===== config.mk =====
export PLATFORM = sky130hd
export DESIGN_NAME = rename_stage
export DESIGN_NICKNAME = d
export VERILOG_FILES = /design/src/rtl/rename_stage.sv
export SDC_FILE = /design/constraint.sdc
export NUM_CORES = 2
export LEC_CHECK = 0
export ABC_AREA = 1
export CAP_MARGIN = 20
export CORE_ASPECT_RATIO = 0.6
export CORE_MARGIN = 10
export CORE_UTILIZATION = 40
export DETAILED_ROUTE_END_ITERATION = 8
export PLACE_DENSITY = 0.71
export SYNTH_ARGS = -nofsm -noshare
export SYNTH_HDL_FRONTEND = slang
export SYNTH_SLANG_ARGS = --single-unit
export TNS_END_PERCENT = 1

===== constraint.sdc =====
create_clock -name clk -period 13.6 [get_ports clk]
set_input_delay 2.72 -clock clk [delete_from_list [all_inputs] [get_ports clk]]
set_output_delay 2.72 -clock clk [all_outputs]
set_load 0.01 [all_outputs]

===== src/rtl/rename_stage.sv =====
// Multi-lane register-rename stage: allocates physical destinations, maps sources through
// a speculative RAT with in-group forwarding, tracks ready bits, recycles on commit, restores on flush.
module rename_stage #(
  parameter int WIDTH        = 4,
  parameter int ARCH_REGS    = 10,
  parameter int PHYS_REGS    = 32,
  parameter int ROB_DEPTH    = 32,
  parameter int CMPLT_PORTS  = 6,
  parameter int COMMIT_PORTS = 4,
  localparam int ARCH_W = 4,
  localparam int PR_W   = $clog2(PHYS_REGS),
  localparam int ROB_W  = $clog2(ROB_DEPTH),
  localparam int OUT_W  = 4 + 4*PR_W + 2 + 4 + ROB_W + 1
) (
  input  logic                           clk,
  input  logic                           rst,
  input  logic [24*WIDTH-1:0]            in_ops,
  input  logic [WIDTH-1:0]               in_valid,
  output logic [WIDTH-1:0]               in_ready,
  input  logic [ROB_W-1:0]               rob_tail,
  input  logic [ROB_W:0]                 rob_free,
  input  logic [CMPLT_PORTS-1:0]         cmplt_valid,
  input  logic [PR_W*CMPLT_PORTS-1:0]    cmplt_pr,
  input  logic [COMMIT_PORTS-1:0]        commit_valid,
  input  logic [ARCH_W*COMMIT_PORTS-1:0] commit_arch,
  input  logic [PR_W*COMMIT_PORTS-1:0]   commit_pr,
  input  logic [PR_W*COMMIT_PORTS-1:0]   commit_old_pr,
  input  logic                           flush,
  output logic [WIDTH-1:0]               out_valid,
  output logic [OUT_W*WIDTH-1:0]         out_ops,
  input  logic                           out_ready
);

  localparam logic [ARCH_W-1:0] ARCH_LAST = ARCH_W'(ARCH_REGS - 1);

  logic [PR_W-1:0]      spec_rat [ARCH_REGS];
  logic [PR_W-1:0]      cmt_rat  [ARCH_REGS];
  logic [PR_W-1:0]      rat_nxt  [ARCH_REGS];
  logic [PR_W-1:0]      cmt_nxt  [ARCH_REGS];
  logic [PHYS_REGS-1:0] free_vec, ready_vec;
  logic [PHYS_REGS-1:0] alloc_mask, cmplt_mask, commit_free_mask, mapped_mask;
  logic [OUT_W*WIDTH-1:0] ops_nxt;
  logic                 load, chain, pick_ok, s0_rdy, s1_rdy;
  logic [PR_W-1:0]      pick, s0_pr, s1_pr, old_pr, dst_pr;
  logic [23:0]          op;
  logic [ARCH_W-1:0]    dst_a, s0_a, s1_a;
  logic [(1<<ARCH_W)-1:0] written;
  logic [ROB_W-1:0]     rob_idx;
  logic [WIDTH-1:0]     unused_rsvd;

  // Handshake: in_ready[i] means lane i is consumed this cycle (prefix of in_valid);
  // out_valid is a registered group that downstream takes whole when out_ready is high.
  assign load = !flush && (out_valid == '0 || out_ready);

  always_comb begin
    cmplt_mask = '0;
    for (int p = 0; p < CMPLT_PORTS; p++)
      if (cmplt_valid[p]) cmplt_mask[cmplt_pr[p*PR_W +: PR_W]] = 1'b1;
  end

  // Commits apply in ascending port order so a later port wins on the same arch reg.
  always_comb begin
    cmt_nxt          = cmt_rat;
    commit_free_mask = '0;
    mapped_mask      = '0;
    for (int p = 0; p < COMMIT_PORTS; p++) begin
      if (commit_valid[p]) begin
        if (commit_arch[p*ARCH_W +: ARCH_W] <= ARCH_LAST)
          cmt_nxt[commit_arch[p*ARCH_W +: ARCH_W]] = commit_pr[p*PR_W +: PR_W];
        commit_free_mask[commit_old_pr[p*PR_W +: PR_W]] = 1'b1;
      end
    end
    for (int a = 0; a < ARCH_REGS; a++) mapped_mask[cmt_nxt[a]] = 1'b1;
  end

  always_comb begin
    rat_nxt     = spec_rat;
    alloc_mask  = '0;
    written     = '0;
    in_ready    = '0;
    ops_nxt     = '0;
    unused_rsvd = '0;
    chain       = load;
    op = '0; dst_a = '0; s0_a = '0; s1_a = '0;
    pick = '0; pick_ok = 1'b0; s0_pr = '0; s1_pr = '0; old_pr = '0; dst_pr = '0;
    s0_rdy = 1'b0; s1_rdy = 1'b0; rob_idx = '0;
    for (int i = 0; i < WIDTH; i++) begin
      op             = in_ops[i*24 +: 24];
      unused_rsvd[i] = op[0];
      dst_a = op[19:16];
      s0_a  = op[15:12];
      s1_a  = op[11:8];
      // Descending scan so the last hit is the lowest-index free reg not yet taken.
      pick_ok = 1'b0;
      pick    = '0;
      for (int r = PHYS_REGS-1; r >= 0; r--) begin
        if (free_vec[r] && !alloc_mask[r]) begin
          pick_ok = 1'b1;
          pick    = PR_W'(r);
        end
      end
      chain = chain && in_valid[i] && ((ROB_W+1)'(i+1) <= rob_free) && (!op[3] || pick_ok);
      if (chain) begin
        in_ready[i] = 1'b1;
        s0_pr  = (s0_a <= ARCH_LAST) ? rat_nxt[s0_a] : '0;
        s1_pr  = (s1_a <= ARCH_LAST) ? rat_nxt[s1_a] : '0;
        old_pr = (dst_a <= ARCH_LAST) ? rat_nxt[dst_a] : '0;
        s0_rdy = !op[2] || (!written[s0_a] && (ready_vec[s0_pr] || cmplt_mask[s0_pr]));
        s1_rdy = !op[1] || (!written[s1_a] && (ready_vec[s1_pr] || cmplt_mask[s1_pr]));
        dst_pr  = op[3] ? pick : '0;
        rob_idx = rob_tail + ROB_W'(i);
        if (op[3]) begin
          alloc_mask[pick] = 1'b1;
          written[dst_a]   = 1'b1;
          if (dst_a <= ARCH_LAST) rat_nxt[dst_a] = pick;
        end
        ops_nxt[i*OUT_W +: OUT_W] = {op[23:20], dst_pr, s0_pr, s1_pr, old_pr,
                                     s0_rdy, s1_rdy, op[7:4], rob_idx, op[3]};
      end
    end
  end

  always_ff @(posedge clk) begin
    if (rst) begin
      for (int a = 0; a < ARCH_REGS; a++) begin
        spec_rat[a] <= PR_W'(a);
        cmt_rat[a]  <= PR_W'(a);
      end
      for (int r = 0; r < PHYS_REGS; r++) free_vec[r] <= (r >= ARCH_REGS);
      ready_vec <= '1;
      out_valid <= '0;
      out_ops   <= '0;
    end else begin
      cmt_rat <= cmt_nxt;
      if (flush) begin
        spec_rat  <= cmt_nxt;
        free_vec  <= ~mapped_mask;
        ready_vec <= ready_vec | mapped_mask | cmplt_mask;
        out_valid <= '0;
      end else begin
        spec_rat  <= rat_nxt;
        free_vec  <= (free_vec & ~alloc_mask) | commit_free_mask;
        ready_vec <= (ready_vec & ~alloc_mask) | cmplt_mask;
        if (load) begin
          out_valid <= in_ready;
          out_ops   <= ops_nxt;
        end
      end
    end
  end

endmodule


==> metrics.txt <==
CP Capture Type=output pin; reg2reg setup slack=2.07 ns; Synth top area share=19.3%; Total GRT Usage=42.2%; port bufs=358; mux cell area share after synthesis=0.522%; I/O pin count=363; status=complete, but fails checks; cell area after layout=41000 µm²; Critical Path AT=10.33 ns; maximum clock path buffer count=3; Die ar.=93000 µm²; ranking of synthesized cells by area=dfxtp_1 19%, nand2_1 18%, o21ai_0 9.5%, inv_1 8.4%, a21oi_1 6.5%; hold buffers post-CTS=0; Crit Path Class=primary input to output pin; fin util=51.3%; slew margin rel.=13.1%; Sw Share=44.9%; Clock Tree Root=clkbuf_16; final max-slew violation count=0; vias in the first global route=41600; total number of vias=47800; grt total ovfl=0; Achievable Freq=0.0766 GHz; CTS H-Tree Depth=2; Place WS=0.225 ns; area of the multi-input gates=22300 µm²; Fill cells=8375; drt total wl=212000 µm; Startpoint Class=primary input; min-delay worst type=flip-flop to flip-flop; TNS Setup=0 ns; via/cell ratio=6.37; DRC Markers=5; adder-cell share of the synthesized area=0.155%; Initial DRC Count=9516; Comb power frac=43.2%; Sequential Power Share=27.3%; Final Skew=0.0405 ns; Initial Utilization=40.6%; power after layout=3.61 mW; share of cells above drive strength 1=9.71%; prevailing post-synth register cell=dfxtp_1; most frequent cells in the layout=1529 x nand2_1, 725 x inv_1, 602 x o21ai_0, 532 x nor2_1, 418 x a21oi_1; Post-Syn Instances=5802; #FFs+latches synth=312; Netlist Area Pre-Place=32400 µm²; Setup-failing EPs final=0; min Tclk post-route=13.05 ns; Int Pwr=1.99 mW; FF+latch area=6250 µm²; post-synthesis xor/xnor area fraction=0.0812%; Yosys top cell by area=dfxtp_1; EDFF count, synth=0; cells on worst reg2reg path=86; Clk pwr share=29.5%; compound-cell area share of the yosys netlist=34.8%; Critical Path Slowest Stage Cell=clkdlybuf4s50_1; Hold WS=0.464 ns; clk sinks=312; die height=240 µm; Core Region=79800 µm²; Cells after DPL=7412; Antenna Violating Nets Remaining=0; number of max-cap violations=0; Critical Path RT=10.88 ns; Max IR drop VDD=0.000108 V; final std cells w/o fill=7496; Async SR Flop Fraction=0%; nets@finish=6613; worst-margin pin slew=1.29 ns; Area Overhead vs Synth=26.6%; Net Switching=1.62 mW; Hold Path Depth=2; r2r endpoint=out_ops[118]; CP Max Fanout=5; fin crit share=96.0%; Synth Warn #=0; sink of the worst hold path=out_ops[47]; most frequent CP cell=nand2_1; HP Start=out_ops[47]; biggest cell delay along the critical path=0.46 ns; Setup WS post-layout=0.550 ns; first-pass GRT wire length=293000 µm; Die X=387 µm; Pre-antenna DRT Iters=9; worst reg2reg startpoint=free_vec[30]; CTS tree=yes; dpl cell area=39600 µm²; final hold violations=0; initial antenna violation count=13; Synth Area per Inst=5.58 µm²; sequential cell area fraction in the yosys report=19.3%; failing checks=DRC; placer congestion estimate=1.13; clock buffer count from CTS=35; Pwr Density=88.2 nW/µm²; most common cell after layout, fill and taps aside=nand2_1; hpwl dp=172000 µm; routed len/inst=28.2 µm; leakage power=17.1 nW; post-synth cell types=76; largest net degree at the start of global routing=98; syn_nets=6017; Worst-path clk slew=0.06 ns; std cell rows=80; largest family of logic cells by synthesized area=compound AO/OA/AOI/OAI gates; clock latency on the worst-skew pair=0.61 ns; Synth Area in Simple Gates=33.1%
==> power groups by stage <==
| stage | logic (mW) | registers (mW) | clock network [mW] |
|---|---|---|---|
| after detailed placement | 1.43 | 1.00 | 0 |
| after CTS | 1.44 | 0.983 | 1.06 |
| after floorplan | 0.724 | 0.992 | 0 |
| final | 1.56 | 0.985 | 1.07 |
| after global placement | 1.43 | 1.00 | 0 |
| after global routing | 1.60 | 0.986 | 1.09 |
==> state kept, by name, indices dropped and copies added, names as in the netlist <==
register,count
out_ops,144
free_vec,32
cmt_rat,50
ready_vec,32
out_valid,4
spec_rat,50
==> Yosys cell counts, types with 15 or more instances <==
library cell  instances
clkbuf_1            198
or2_2                21
nor2_1              538
dfxtp_1             312
inv_2                28
nor3_1              151
o221ai_1             79
a22oi_1              35
a32o_1               16
a211oi_1             37
o22ai_1             194
nand4_1              43
a221oi_1             39
o21ai_0             613
o2111ai_1            24
nand2_1            1534
o211ai_1            162
a31oi_1              66
o21ai_1              15
clkinv_1             53
mux2_2               15
nand3_1             230
a21oi_1             420
inv_1               727
o31ai_1              69
==> area by class of cell <==
class                   count  area share [%]
clock buffers              48            2.38
diodes                      5          0.0305
well taps                1066            3.26
clock inverters            16           0.586
inverters                 811            7.45
repair buffers            778            16.6
flip-flops and latches    312            15.2
multi-input cells        4460            54.5
==> cells by family (layout without fill, tap and decap cells) <==
group | Yosys count | count (layout)
muxes | 15 | 15
and+or+nand+nor | 2590 | 2590
adders and majority gates | 4 | 4
AOI/OAI and AO/OA | 1848 | 1848
buffers and inverters | 1030 | 1653
other | 0 | 5
xor gates and xnor gates | 3 | 3
DFF | 312 | 312
==> metal layers <==
layer / wire, µm / up-vias / track usage [%]
li1: - / 21100 / -
met1: 86000 / 22100 / 58.3
met2: 78300 / 4016 / 55.9
met3: 40800 / 561 / 22.5
met4: 6250 / 14 / 9.99
met5: 324 / - / 0
==> critical path, delay by kind of cell <==
| family | cells | cell delay [ns] |
|---|---|---|
| AO/OA/AOI/OAI | 5 | 1.22 |
| AND/OR/NAND/NOR | 54 | 4.70 |
| buffers and inverters | 12 | 1.68 |
==> worst max-delay path by stage <==
stage | from | to | slack (ns) | cells after the start
after global placement | out_ready | in_ready[3] | 0.11 | 82
after global routing | out_ready | in_ready[3] | -0.06 | 83
after detailed placement | out_ready | in_ready[3] | 0.23 | 82
after floorplan | flush | in_ready[3] | 1.96 | 84
final | out_ready | in_ready[3] | 0.55 | 71
after CTS | out_ready | in_ready[3] | 0.18 | 82
==> repair_timing <==
action	4_1_cts	5_1_grt
setup buffers	0	5
resized for setup	0	21
endpoints found under the setup margin	0	1
(Power assumes the default switching activity.)
